File: src/rtl/l2_cache_plru_pkg.sv
// Shared L2 cache definitions: geometry, PLRU tree type and sequencer states.
// Imported by the PLRU replacement unit, its bus interface and tree logic.
package cache_def;

  localparam int WAYS      = 8;
  localparam int DEPTH     = 256;
  localparam int INDEX     = 8;
  localparam int INDEX_WAY = 3;

  // b0 is the root, b1/b2 the level-1 nodes, b3..b6 the leaves.
  typedef logic [6:0] plru_tree_t;

  typedef enum logic {
    PLRU_INIT,
    PLRU_RUN
  } plru_state_e;

endpackage

File: src/rtl/l2_cache_plru_if.sv
// Request/update/flush bus between the L2 controller (master) and the PLRU
// replacement unit (slave).
interface l2_cache_plru_if;
  import cache_def::*;

  logic                 flush_i;
  logic                 req_i;
  logic [INDEX-1:0]     req_index_i;
  logic                 upd_i;
  logic [INDEX-1:0]     upd_index_i;
  logic [INDEX_WAY-1:0] upd_way_i;
  logic [WAYS-1:0]      valid_vec_i;
  logic [INDEX_WAY-1:0] victim_way_o;
  logic                 victim_valid_o;
  logic                 init_busy_o;

  modport master (
    output flush_i, req_i, req_index_i, upd_i, upd_index_i, upd_way_i, valid_vec_i,
    input  victim_way_o, victim_valid_o, init_busy_o
  );

  modport slave (
    input  flush_i, req_i, req_index_i, upd_i, upd_index_i, upd_way_i, valid_vec_i,
    output victim_way_o, victim_valid_o, init_busy_o
  );

endinterface

File: src/rtl/l2_plru_tree_logic.sv
// Combinational 8-way tree-PLRU: walks a tree to its victim way and computes
// the tree after an access to way_i (path bits point away from way_i).
module l2_plru_tree_logic
  import cache_def::*;
(
  input  plru_tree_t           tree_i,
  input  logic [INDEX_WAY-1:0] way_i,
  output logic [INDEX_WAY-1:0] victim_o,
  output plru_tree_t           tree_o
);

  logic       root_bit;
  logic       mid_bit;
  logic [1:0] leaf_sel;
  logic [3:0] leaves;

  assign root_bit = tree_i[0];
  assign mid_bit  = root_bit ? tree_i[2] : tree_i[1];
  assign leaf_sel = {root_bit, mid_bit};
  assign leaves   = tree_i[6:3];
  assign victim_o = {root_bit, mid_bit, leaves[leaf_sel]};

  assign tree_o[0] = ~way_i[2];

  genvar gi;
  generate
    for (gi = 0; gi < 2; gi++) begin : g_mid
      assign tree_o[1+gi] = (way_i[2] == 1'(gi)) ? ~way_i[1] : tree_i[1+gi];
    end
    for (gi = 0; gi < 4; gi++) begin : g_leaf
      assign tree_o[3+gi] = (way_i[2:1] == 2'(gi)) ? ~way_i[0] : tree_i[3+gi];
    end
  endgenerate

endmodule

File: src/rtl/l2_cache_plru.sv
// Per-set tree pseudo-LRU victim selector for the 8-way L2, with a self-clearing
// init/flush sequencer. Optional macro L2_PLRU_INVALID_FIRST_EN: invalid ways win.
module l2_cache_plru
  import cache_def::*;
#(
  parameter int P_WAYS      = WAYS,
  parameter int P_DEPTH     = DEPTH,
  parameter int P_INDEX     = INDEX,
  parameter int P_INDEX_WAY = INDEX_WAY
) (
  input  logic            clk_i,
  input  logic            rst_ni,
  l2_cache_plru_if.slave  bus
);

  generate
    if (P_WAYS != 8) begin : g_ways_chk
      $error("l2_cache_plru: tree logic supports exactly 8 ways");
    end
    if (P_INDEX != $clog2(P_DEPTH)) begin : g_index_chk
      $error("l2_cache_plru: INDEX must equal clog2(DEPTH)");
    end
    if (P_INDEX_WAY != 3) begin : g_way_chk
      $error("l2_cache_plru: INDEX_WAY must be 3");
    end
  endgenerate

  localparam logic [P_INDEX-1:0] CNT_LAST = P_INDEX'(P_DEPTH - 1);

  plru_state_e            state_q, state_d;
  logic [P_INDEX-1:0]     cnt_q, cnt_d;
  logic [P_INDEX_WAY-1:0] victim_q, victim_d;
  logic                   vvalid_q, vvalid_d;
  logic                   busy_q, busy_d;

  plru_tree_t             plru_q [P_DEPTH];

  plru_tree_t             upd_tree_cur, upd_tree_new;
  plru_tree_t             req_tree_raw, req_tree;
  plru_tree_t             lookup_tree_unused;
  logic [P_INDEX_WAY-1:0] upd_victim_unused;
  logic [P_INDEX_WAY-1:0] tree_victim, sel_victim;
  logic                   run, upd_fire;
  logic                   mem_we;
  logic [P_INDEX-1:0]     mem_waddr;
  plru_tree_t             mem_wdata;

  assign run          = (state_q == PLRU_RUN);
  assign upd_fire     = run & bus.upd_i & ~bus.flush_i;
  assign upd_tree_cur = plru_q[bus.upd_index_i];
  assign req_tree_raw = plru_q[bus.req_index_i];

  // A same-set update in this cycle must be visible to the lookup.
  assign req_tree = (upd_fire && (bus.upd_index_i == bus.req_index_i)) ? upd_tree_new
                                                                      : req_tree_raw;

  l2_plru_tree_logic u_upd_tree (
    .tree_i   (upd_tree_cur),
    .way_i    (bus.upd_way_i),
    .victim_o (upd_victim_unused),
    .tree_o   (upd_tree_new)
  );

  l2_plru_tree_logic u_lookup_tree (
    .tree_i   (req_tree),
    .way_i    ('0),
    .victim_o (tree_victim),
    .tree_o   (lookup_tree_unused)
  );

`ifdef L2_PLRU_INVALID_FIRST_EN
  always_comb begin
    sel_victim = tree_victim;
    if (!(&bus.valid_vec_i)) begin
      for (int i = P_WAYS - 1; i >= 0; i--) begin
        if (!bus.valid_vec_i[i]) sel_victim = P_INDEX_WAY'(i);
      end
    end
  end
`else
  logic valid_vec_unused;
  assign valid_vec_unused = ^bus.valid_vec_i;
  assign sel_victim       = tree_victim;
`endif

  always_comb begin
    state_d   = state_q;
    cnt_d     = cnt_q;
    victim_d  = victim_q;
    vvalid_d  = 1'b0;
    mem_we    = 1'b0;
    mem_waddr = bus.upd_index_i;
    mem_wdata = upd_tree_new;
    if (bus.flush_i) begin
      state_d = PLRU_INIT;
      cnt_d   = '0;
    end else begin
      case (state_q)
        PLRU_INIT: begin
          mem_we    = 1'b1;
          mem_waddr = cnt_q;
          mem_wdata = '0;
          if (cnt_q == CNT_LAST) begin
            state_d = PLRU_RUN;
            cnt_d   = '0;
          end else begin
            cnt_d = cnt_q + 1'b1;
          end
        end
        PLRU_RUN: begin
          mem_we = upd_fire;
          if (bus.req_i) begin
            vvalid_d = 1'b1;
            victim_d = sel_victim;
          end
        end
        default: begin
          state_d = PLRU_INIT;
          cnt_d   = '0;
        end
      endcase
    end
    busy_d = (state_d == PLRU_INIT);
  end

  always_ff @(posedge clk_i) begin
    if (!rst_ni) begin
      state_q  <= PLRU_INIT;
      cnt_q    <= '0;
      victim_q <= '0;
      vvalid_q <= 1'b0;
      busy_q   <= 1'b1;
    end else begin
      state_q  <= state_d;
      cnt_q    <= cnt_d;
      victim_q <= victim_d;
      vvalid_q <= vvalid_d;
      busy_q   <= busy_d;
    end
  end

  // Tree storage has no reset; the init sequence clears it after every reset.
  always_ff @(posedge clk_i) begin
    if (mem_we && rst_ni) plru_q[mem_waddr] <= mem_wdata;
  end

  assign bus.victim_way_o   = victim_q;
  assign bus.victim_valid_o = vvalid_q;
  assign bus.init_busy_o    = busy_q;

endmodule

File: src/flat_wrapper.sv
// flat-port wrapper written by rule: the top's interface ports become plain ports
module l2_cache_plru_flat import cache_def::*;
#(
  parameter int P_WAYS      = WAYS,
  parameter int P_DEPTH     = DEPTH,
  parameter int P_INDEX     = INDEX,
  parameter int P_INDEX_WAY = INDEX_WAY
)
  (clk_i, rst_ni, bus_flush_i, bus_req_i, bus_req_index_i, bus_upd_i, bus_upd_index_i, bus_upd_way_i, bus_valid_vec_i, bus_victim_way_o, bus_victim_valid_o, bus_init_busy_o);
  l2_cache_plru_if bus_i ();
  input  logic clk_i;
  input  logic rst_ni;
  input wire logic [$bits(bus_i.flush_i)-1:0] bus_flush_i;
  input wire logic [$bits(bus_i.req_i)-1:0] bus_req_i;
  input wire logic [$bits(bus_i.req_index_i)-1:0] bus_req_index_i;
  input wire logic [$bits(bus_i.upd_i)-1:0] bus_upd_i;
  input wire logic [$bits(bus_i.upd_index_i)-1:0] bus_upd_index_i;
  input wire logic [$bits(bus_i.upd_way_i)-1:0] bus_upd_way_i;
  input wire logic [$bits(bus_i.valid_vec_i)-1:0] bus_valid_vec_i;
  output wire logic [$bits(bus_i.victim_way_o)-1:0] bus_victim_way_o;
  output wire logic [$bits(bus_i.victim_valid_o)-1:0] bus_victim_valid_o;
  output wire logic [$bits(bus_i.init_busy_o)-1:0] bus_init_busy_o;
  assign bus_i.flush_i = bus_flush_i;
  assign bus_i.req_i = bus_req_i;
  assign bus_i.req_index_i = bus_req_index_i;
  assign bus_i.upd_i = bus_upd_i;
  assign bus_i.upd_index_i = bus_upd_index_i;
  assign bus_i.upd_way_i = bus_upd_way_i;
  assign bus_i.valid_vec_i = bus_valid_vec_i;
  assign bus_victim_way_o = bus_i.victim_way_o;
  assign bus_victim_valid_o = bus_i.victim_valid_o;
  assign bus_init_busy_o = bus_i.init_busy_o;
  l2_cache_plru #(.P_WAYS(P_WAYS), .P_DEPTH(P_DEPTH), .P_INDEX(P_INDEX), .P_INDEX_WAY(P_INDEX_WAY)) u_core (.clk_i(clk_i), .rst_ni(rst_ni), .bus(bus_i));
endmodule
File: config.mk
export PLATFORM = sky130hd
export DESIGN_NAME = l2_cache_plru_flat
export DESIGN_NICKNAME = d
export VERILOG_FILES = /design/src/rtl/l2_cache_plru_pkg.sv /design/src/rtl/l2_cache_plru_if.sv /design/src/rtl/l2_plru_tree_logic.sv /design/src/rtl/l2_cache_plru.sv /design/src/flat_wrapper.sv
export SDC_FILE = /design/constraint.sdc
export NUM_CORES = 2
export LEC_CHECK = 0
export BUFFER_PORTS_ARGS = -buffer_cell sky130_fd_sc_hd__buf_2
export CAP_MARGIN = 20
export CORE_ASPECT_RATIO = 0.8
export CORE_MARGIN = 1.5
export CORE_UTILIZATION = 40
export CTS_CLUSTER_DIAMETER = 60
export DETAILED_ROUTE_END_ITERATION = 6
export GPL_ROUTABILITY_DRIVEN = 0
export SYNTH_ARGS = -nofsm -noshare
export SYNTH_HDL_FRONTEND = slang
export SYNTH_SLANG_ARGS = --single-unit
File: constraint.sdc
create_clock -name clk_i -period 32.8 [get_ports clk_i]
set_input_delay 9.84 -clock clk_i [delete_from_list [all_inputs] [get_ports clk_i]]
set_output_delay 9.84 -clock clk_i [all_outputs]
set_load 0.01 [all_outputs]
== Yosys cells after proc, flatten, opt, wreduce, memory -nomap -nowiden ==
Memory sizes are Yosys's and may differ from the RTL's.
Cells that the tools add are included.
Operators by class
  add/sub/neg operators: 1
  $mul: 0
  div/mod/pow operators: 0
  order comparisons: 1
  equality and inequality tests: 5
  shift-type cells: 0
  muxes and demuxes: 23
  bitwise operators: 9
  reduce and logical (&&, ||, !) cells: 6
Operators by type and width (count)
  $mux W8: 3
  $mux W7: 3
  $mux W1: 15
  $add A8 B1 Y8 const B: 1
  $eq A8 B8 Y1: 1
  $eq A8 B8 Y1 const B: 1
  $not A1 Y1: 7
  $eq A2 B2 Y1 const B: 2
  $lt A2 B3 Y1 const B: 1
  $reduce_and A3 Y1: 1
  $reduce_or A3 Y1: 1
  $and A1 B1 Y1: 2
  $bmux W1 S2: 1
  $eq A2 B1 Y1 const B: 1
  $logic_and A1 B1 Y1: 2
  $logic_not A2 Y1: 1
  $pmux W1 S2: 1
  $reduce_or A2 Y1: 1
Storage, ports and cells
  bits in registers: 14
  latch bits: 0
  bits in writable memories: 1792
  bits in read-only memories: 0
  bits of input ports: 32
  output and inout bits: 5
  memories: 1
Memories
  u_core.plru_q: words 256, bits a word 7, read ports 2, clocked after Yosys merged registers in 0, wr ports 1, line l2_cache_plru.sv:36  | plru_tree_t plru_q [P_DEPTH];

== Logic depth before layout (Yosys ltp) ==
  depth in word-level cells: 7
  depth in mapped cells: 16
  mapped depth without buffers: 9

== Modules after synthesis ==
A second synthesis with hierarchy kept.
Second synthesis, totals
  cells, all modules: 4588
  area total of the unflattened synthesis: 84833.9 sq um
By module, submodules not included
  l2_cache_plru: times used 1, cells each 4542, area an instance 84536.1 sq um
  l2_plru_tree_logic: times used 2, cells each 23, area an instance 148.9 sq um

== Worst setup path before layout ==
No wires, ideal clock.
  path type: input-to-reg
  start: input port bus_upd_index_i[2]
  end: memory u_core.plru_q[0][6] (netlist name) (data pin)
  setup time: 1578 ps
  arrival: 18764 ps
  required time: 31222 ps
  path slack: 12459 ps
  stages: 11
  path through: buf_2 > buf_4 > buf_4 > clkbuf_1 > mux2i_1 > a221oi_1 > o21ai_0 > a211o_1 > nor4_1 > a21oi_1 > a21oi_1
On the way
  longest elaborated chain between the ends: 4
RTL lines
  start, declared: line flat_wrapper.sv:17  | input wire logic [$bits(bus_i.upd_index_i)-1:0] bus_upd_index_i;
  $mem_v2 Z256 W7 *
  $mux W1 *: line l2_plru_tree_logic.sv:31  | assign tree_o[3+gi] = (way_i[2:1] == 2'(gi)) ? ~way_i[0] : tree_i[3+gi];
  $mux W7: line l2_cache_plru.sv:98  | case (state_q)
  $mux W7 *: line l2_cache_plru.sv:94  | if (bus.flush_i) begin
  named net u_core.mem_wdata[6]: line l2_cache_plru.sv:46  | plru_tree_t mem_wdata;
  end, declared: line l2_cache_plru.sv:36
Mark *: on every way through the listed nets, which the timed path passes. The rest lies on a longest branch.

== Final worst setup path ==
  start: input port bus_upd_index_i[0]
  end: memory u_core.plru_q[177][5] (netlist name) (data pin)
The elaborated chain is that of the path after synthesis.

==> metrics.txt <==
# TYPE chip_impl_metric gauge
chip_impl_metric{name="routed_wl",unit="mm"} 291
chip_impl_metric{name="power_density",unit="nW/um^2"} 55.5
chip_impl_metric{name="die_height",unit="um"} 412
chip_impl_metric{name="cp_data_arrival_time",unit="ns"} 17.59
chip_impl_info{name="hold_path_class",value="flop to flop"} 1
chip_impl_info{name="tritoncts",value="built"} 1
chip_impl_metric{name="layout-area-overhead-vs-synth",unit="%"} 10.9
chip_impl_info{name="timing.critical_path.slowest_stage_cell",value="sky130_fd_sc_hd__buf_4"} 1
chip_impl_metric{name="ctsLongestPathBuffers",unit=""} 3
chip_impl_info{name="most-common-layout-cells",value="sky130_fd_sc_hd__edfxtp_1 (1,792), sky130_fd_sc_hd__mux4_2 (828), sky130_fd_sc_hd__nor2_1 (316)"} 1
chip_impl_metric{name="drv_slew",unit=""} 0
chip_impl_metric{name="floorplan.rows",unit=""} 149
chip_impl_metric{name="critical_path.max_stage_delay",unit="ns"} 0.82
chip_impl_metric{name="dp_hpwl",unit="mm"} 190
chip_impl_info{name="cp_cell_sequence",value="buf_8 > buf_4 > buf_4 > buf_4 > buf_4 > mux4_2 > mux2i_1 > nand3_1 > nand4_1 > nand4_1 > a21oi_1 > a21oi_4 > buf_4 > buf_4"} 1
chip_impl_metric{name="worst_slew_pin_slew",unit="ns"} 1.22
chip_impl_info{name="run_status",value="complete, no violations"} 1
chip_impl_metric{name="post_synth_edffs",unit=""} 1792
chip_impl_metric{name="io_buffer_count",unit=""} 28
chip_impl_metric{name="asyncSetResetFlopFracSynth",unit="%"} 0
chip_impl_metric{name="post_drt_wl_per_cell",unit="um"} 39.9
chip_impl_metric{name="switching_share",unit="%"} 23.8
chip_impl_metric{name="postCtsSetupBuffers",unit=""} 0
chip_impl_metric{name="critPathBufInv",unit=""} 7
chip_impl_metric{name="clock_power_share",unit="%"} 41.4
chip_impl_metric{name="antenna_violating_nets_post_route",unit=""} 0
chip_impl_metric{name="syn_nets",unit=""} 4398
chip_impl_info{name="synth_top_area_cell",value="sky130_fd_sc_hd__edfxtp_1"} 1
chip_impl_metric{name="cts_sinks",unit=""} 1806
chip_impl_metric{name="power_frac_comb",unit="%"} 8.7
chip_impl_metric{name="num_io_pins",unit=""} 37
chip_impl_metric{name="report.final.setup_viol",unit=""} 0
chip_impl_metric{name="final-instance-count-excl-fill",unit=""} 7290
chip_impl_info{name="criticalPathCategory",value="primary input to flop"} 1
chip_impl_metric{name="post_route_cells_drive_above_1_share",unit="%"} 29.8
chip_impl_metric{name="p_int",unit="uW"} 3920
chip_impl_metric{name="synth_compound_area_share",unit="%"} 3.68
chip_impl_metric{name="timing.clock.skew",unit="ns"} 0.0441
chip_impl_info{name="crit_family",value="buffers and inverters"} 1
chip_impl_metric{name="area_of_the_core",unit="sq um"} 207000
chip_impl_metric{name="synth_cell_type_count",unit=""} 76
chip_impl_metric{name="hold_slack",unit="ns"} 0.595
chip_impl_metric{name="placed_instance_count",unit=""} 6932
chip_impl_metric{name="ctsHtreeMaxLevel",unit=""} 4
chip_impl_metric{name="final_sum_of_negative_setup_slack",unit="ns"} 0
chip_impl_metric{name="grt_first_pass_wirelength",unit="mm"} 398
chip_impl_metric{name="required_time_of_the_worst_setup_path",unit="ns"} 33.28
chip_impl_info{name="commonest_non_fill_non_tap_cell_in_the_layout",value="sky130_fd_sc_hd__edfxtp_1"} 1
chip_impl_metric{name="syn_area_per_cell",unit="sq um"} 19.2
chip_impl_metric{name="post_synth_fa_ha_maj_area_fraction",unit="%"} 0.0150
chip_impl_metric{name="ctsResizeCount",unit=""} 0
chip_impl_metric{name="hold_viol",unit=""} 0
chip_impl_info{name="combinational_family_with_the_most_area_after_synthesis",value="multiplexers"} 1
chip_impl_metric{name="static-leakage-power",unit="uW"} 0.0287
chip_impl_metric{name="clock_insertion_delay_worst_skew",unit="ns"} 0.85
chip_impl_info{name="rsz_0062_raised_after_global_routing",value="no"} 1
chip_impl_metric{name="synth_mux_area_share",unit="%"} 25.2
chip_impl_metric{name="path_max_fanout",unit=""} 96
chip_impl_metric{name="synth_cells",unit=""} 4365
chip_impl_info{name="nature_of_the_critical_path_endpoint",value="flop"} 1
chip_impl_metric{name="sequentialPowerShare",unit="%"} 49.9
chip_impl_metric{name="clock.fmax",unit="MHz"} 58.4
chip_impl_metric{name="cts_hold_buf",unit=""} 0
chip_impl_metric{name="starting_density",unit="%"} 40.4
chip_impl_metric{name="first_iteration_detailed_routing_drc_count",unit=""} 8701
chip_impl_metric{name="syn-cell-area",unit="sq um"} 83600
chip_impl_metric{name="cts.reportedPaths.clkPinSlew",unit="ns"} 0.06
chip_impl_metric{name="drt_pre_antenna_iters",unit=""} 6
chip_impl_metric{name="synth-xor-area-share",unit="%"} 0.126
chip_impl_metric{name="nFillCells",unit=""} 17504
chip_impl_metric{name="globalRouteTotalUtil",unit="%"} 27.3
chip_impl_metric{name="final_stage_net_count",unit=""} 4438
chip_impl_metric{name="synth_seq_cells",unit=""} 1806
chip_impl_metric{name="tritoncts.num_buffers",unit=""} 181
chip_impl_metric{name="post-route-min-period",unit="ns"} 17.12
chip_impl_metric{name="vias",unit=""} 49850
chip_impl_metric{name="post_detailed_route_drc_marker_count",unit=""} 0
chip_impl_metric{name="grt-ovfl-total",unit=""} 0
chip_impl_metric{name="design.die.area",unit="sq um"} 212000
chip_impl_metric{name="max-vdd-ir-drop",unit="mV"} 0.0544
chip_impl_metric{name="largest_net_degree_at_the_start_of_global_routing",unit=""} 116
chip_impl_info{name="crit_path_frequent_cell",value="sky130_fd_sc_hd__buf_4"} 1
chip_impl_info{name="synthFlopType",value="sky130_fd_sc_hd__edfxtp_1"} 1
chip_impl_info{name="root_buffer",value="sky130_fd_sc_hd__clkbuf_16"} 1
chip_impl_metric{name="synth.yosys.warnings",unit=""} 0
chip_impl_metric{name="grt_pass1_vias",unit=""} 47980
chip_impl_info{name="netlist_top_cells_area",value="sky130_fd_sc_hd__edfxtp_1 (64%), sky130_fd_sc_hd__mux4_2 (22%), sky130_fd_sc_hd__mux2i_1 (1.8%)"} 1
chip_impl_metric{name="relSlewSlack",unit="%"} 17.7
chip_impl_metric{name="floorplan.die.width",unit="um"} 514
chip_impl_metric{name="psw",unit="uW"} 1230
chip_impl_metric{name="yosys.area_share.simple",unit="%"} 3.94
chip_impl_metric{name="vias_per_cell",unit=""} 6.84
chip_impl_metric{name="maxCapViolCount",unit=""} 0
chip_impl_metric{name="antenna_violations_before_repair",unit=""} 17
chip_impl_metric{name="timing.final.crit_share",unit="%"} 52.2
chip_impl_info{name="cp-start-kind",value="primary input"} 1
chip_impl_metric{name="synth.yosys.seq_area_share",unit="%"} 64.7
chip_impl_metric{name="synth_top_area_share",unit="%"} 64.3
## power groups by stage
| stage | Combinational (uW) | Sequential, uW | Clock [uW] |
|---|---|---|---|
| 3_5_place_dp | 432 | 2620 | 0 |
| 6_report | 449 | 2570 | 2130 |
| 3_3_place_gp | 427 | 2620 | 0 |
| 4_1_cts | 432 | 2570 | 2150 |
| 2_1_floorplan | 260 | 2640 | 0 |
| 5_1_grt | 458 | 2570 | 2240 |
## metrics by stage
stage / instance area, sq um / power, uW / setup WS [ns] / utilization (%)
after detailed placement: 86700 / 3050 / 14.63 / 41.9
after CTS: 92700 / 5150 / 15.51 / 44.8
after floorplan: 83600 / 2900 / 12.46 / -
after global routing: 92800 / 5260 / 15.25 / 44.8
final: 92800 / 5150 / 15.68 / 44.8
after global placement: 86600 / 3040 / 14.73 / 41.9
## sequential cells by signal, indices dropped and copies added (netlist names)
name	cells
u_core.bus.victim_valid_o	1
u_core.plru_q	1792
u_core.run	1
u_core.cnt_q	8
u_core.bus.init_busy_o	1
u_core.bus.victim_way_o	3
## tightest hold or removal path, stage by stage, from the launching register on
cell	delay [ns]
sky130_fd_sc_hd__dfxtp_1	0.39
sky130_fd_sc_hd__nand3_1	0.10
sky130_fd_sc_hd__a21oi_1	0.06
## synthesized netlist by cell type (20+ instances only)
library cell / n
sky130_fd_sc_hd__edfxtp_1: 1792
sky130_fd_sc_hd__mux4_2: 828
sky130_fd_sc_hd__nor2_1: 323
sky130_fd_sc_hd__mux2i_1: 154
sky130_fd_sc_hd__nand2_1: 151
sky130_fd_sc_hd__clkbuf_1: 122
sky130_fd_sc_hd__a22oi_1: 100
sky130_fd_sc_hd__nand3_1: 78
sky130_fd_sc_hd__buf_2: 74
sky130_fd_sc_hd__a21oi_1: 64
sky130_fd_sc_hd__buf_4: 49
sky130_fd_sc_hd__buf_1: 43
sky130_fd_sc_hd__o21ai_0: 41
sky130_fd_sc_hd__o22ai_1: 36
sky130_fd_sc_hd__buf_6: 34
sky130_fd_sc_hd__a211oi_1: 31
sky130_fd_sc_hd__o221ai_1: 31
sky130_fd_sc_hd__mux2_2: 30
sky130_fd_sc_hd__nor2b_1: 30
sky130_fd_sc_hd__nor3_1: 27
sky130_fd_sc_hd__o211ai_1: 22
sky130_fd_sc_hd__and2_1: 21
sky130_fd_sc_hd__a221oi_1: 20
sky130_fd_sc_hd__mux4_1: 20
## per-layer routing
metal  wire length (um)  GRT usage (%)
met1             112000           37.9
met2             122000           37.8
met3              43700           11.5
met4              12500           10.9
met5                 39              0
## cells by family after synthesis
| logic type | count (synthesis) |
|---|---|
| flip-flops | 1806 |
| multiplexers | 1032 |
| AND/OR/NAND/NOR | 730 |
| AO/OA/AOI/OAI | 433 |
| buffers and inverters | 351 |
| XOR/XNOR | 12 |
| adder cells (fa/ha/maj) | 1 |
## worst paths after layout
kind                            depth (start not counted)               endpoint  slack, ns             startpoint
worst min-delay path                                    2        u_core.cnt_q[5]       0.59        u_core.cnt_q[5]
worst min register to register                          2        u_core.cnt_q[5]       0.59        u_core.cnt_q[5]
worst max-delay path                                   14  u_core.plru_q[177][5]      15.68     bus_upd_index_i[0]
worst max register to register                          9  u_core.plru_q[177][5]      27.92  u_core.plru_q[242][5]
## final cells by class
cell class	instances	area, sq um	area share (%)
Antenna cell	17	42.5	0.0458
Clock buffer	223	4770	5.14
Clock inverter	110	1210	1.30
Inverter	15	61.3	0.0661
Multi-Input combinational cell	2208	27600	29.8
Sequential cell	1806	54100	58.3
Tap cell	2718	3400	3.66
Timing Repair Buffer	193	1560	1.69
No activity file was read; power rests on OpenSTA's default activity.
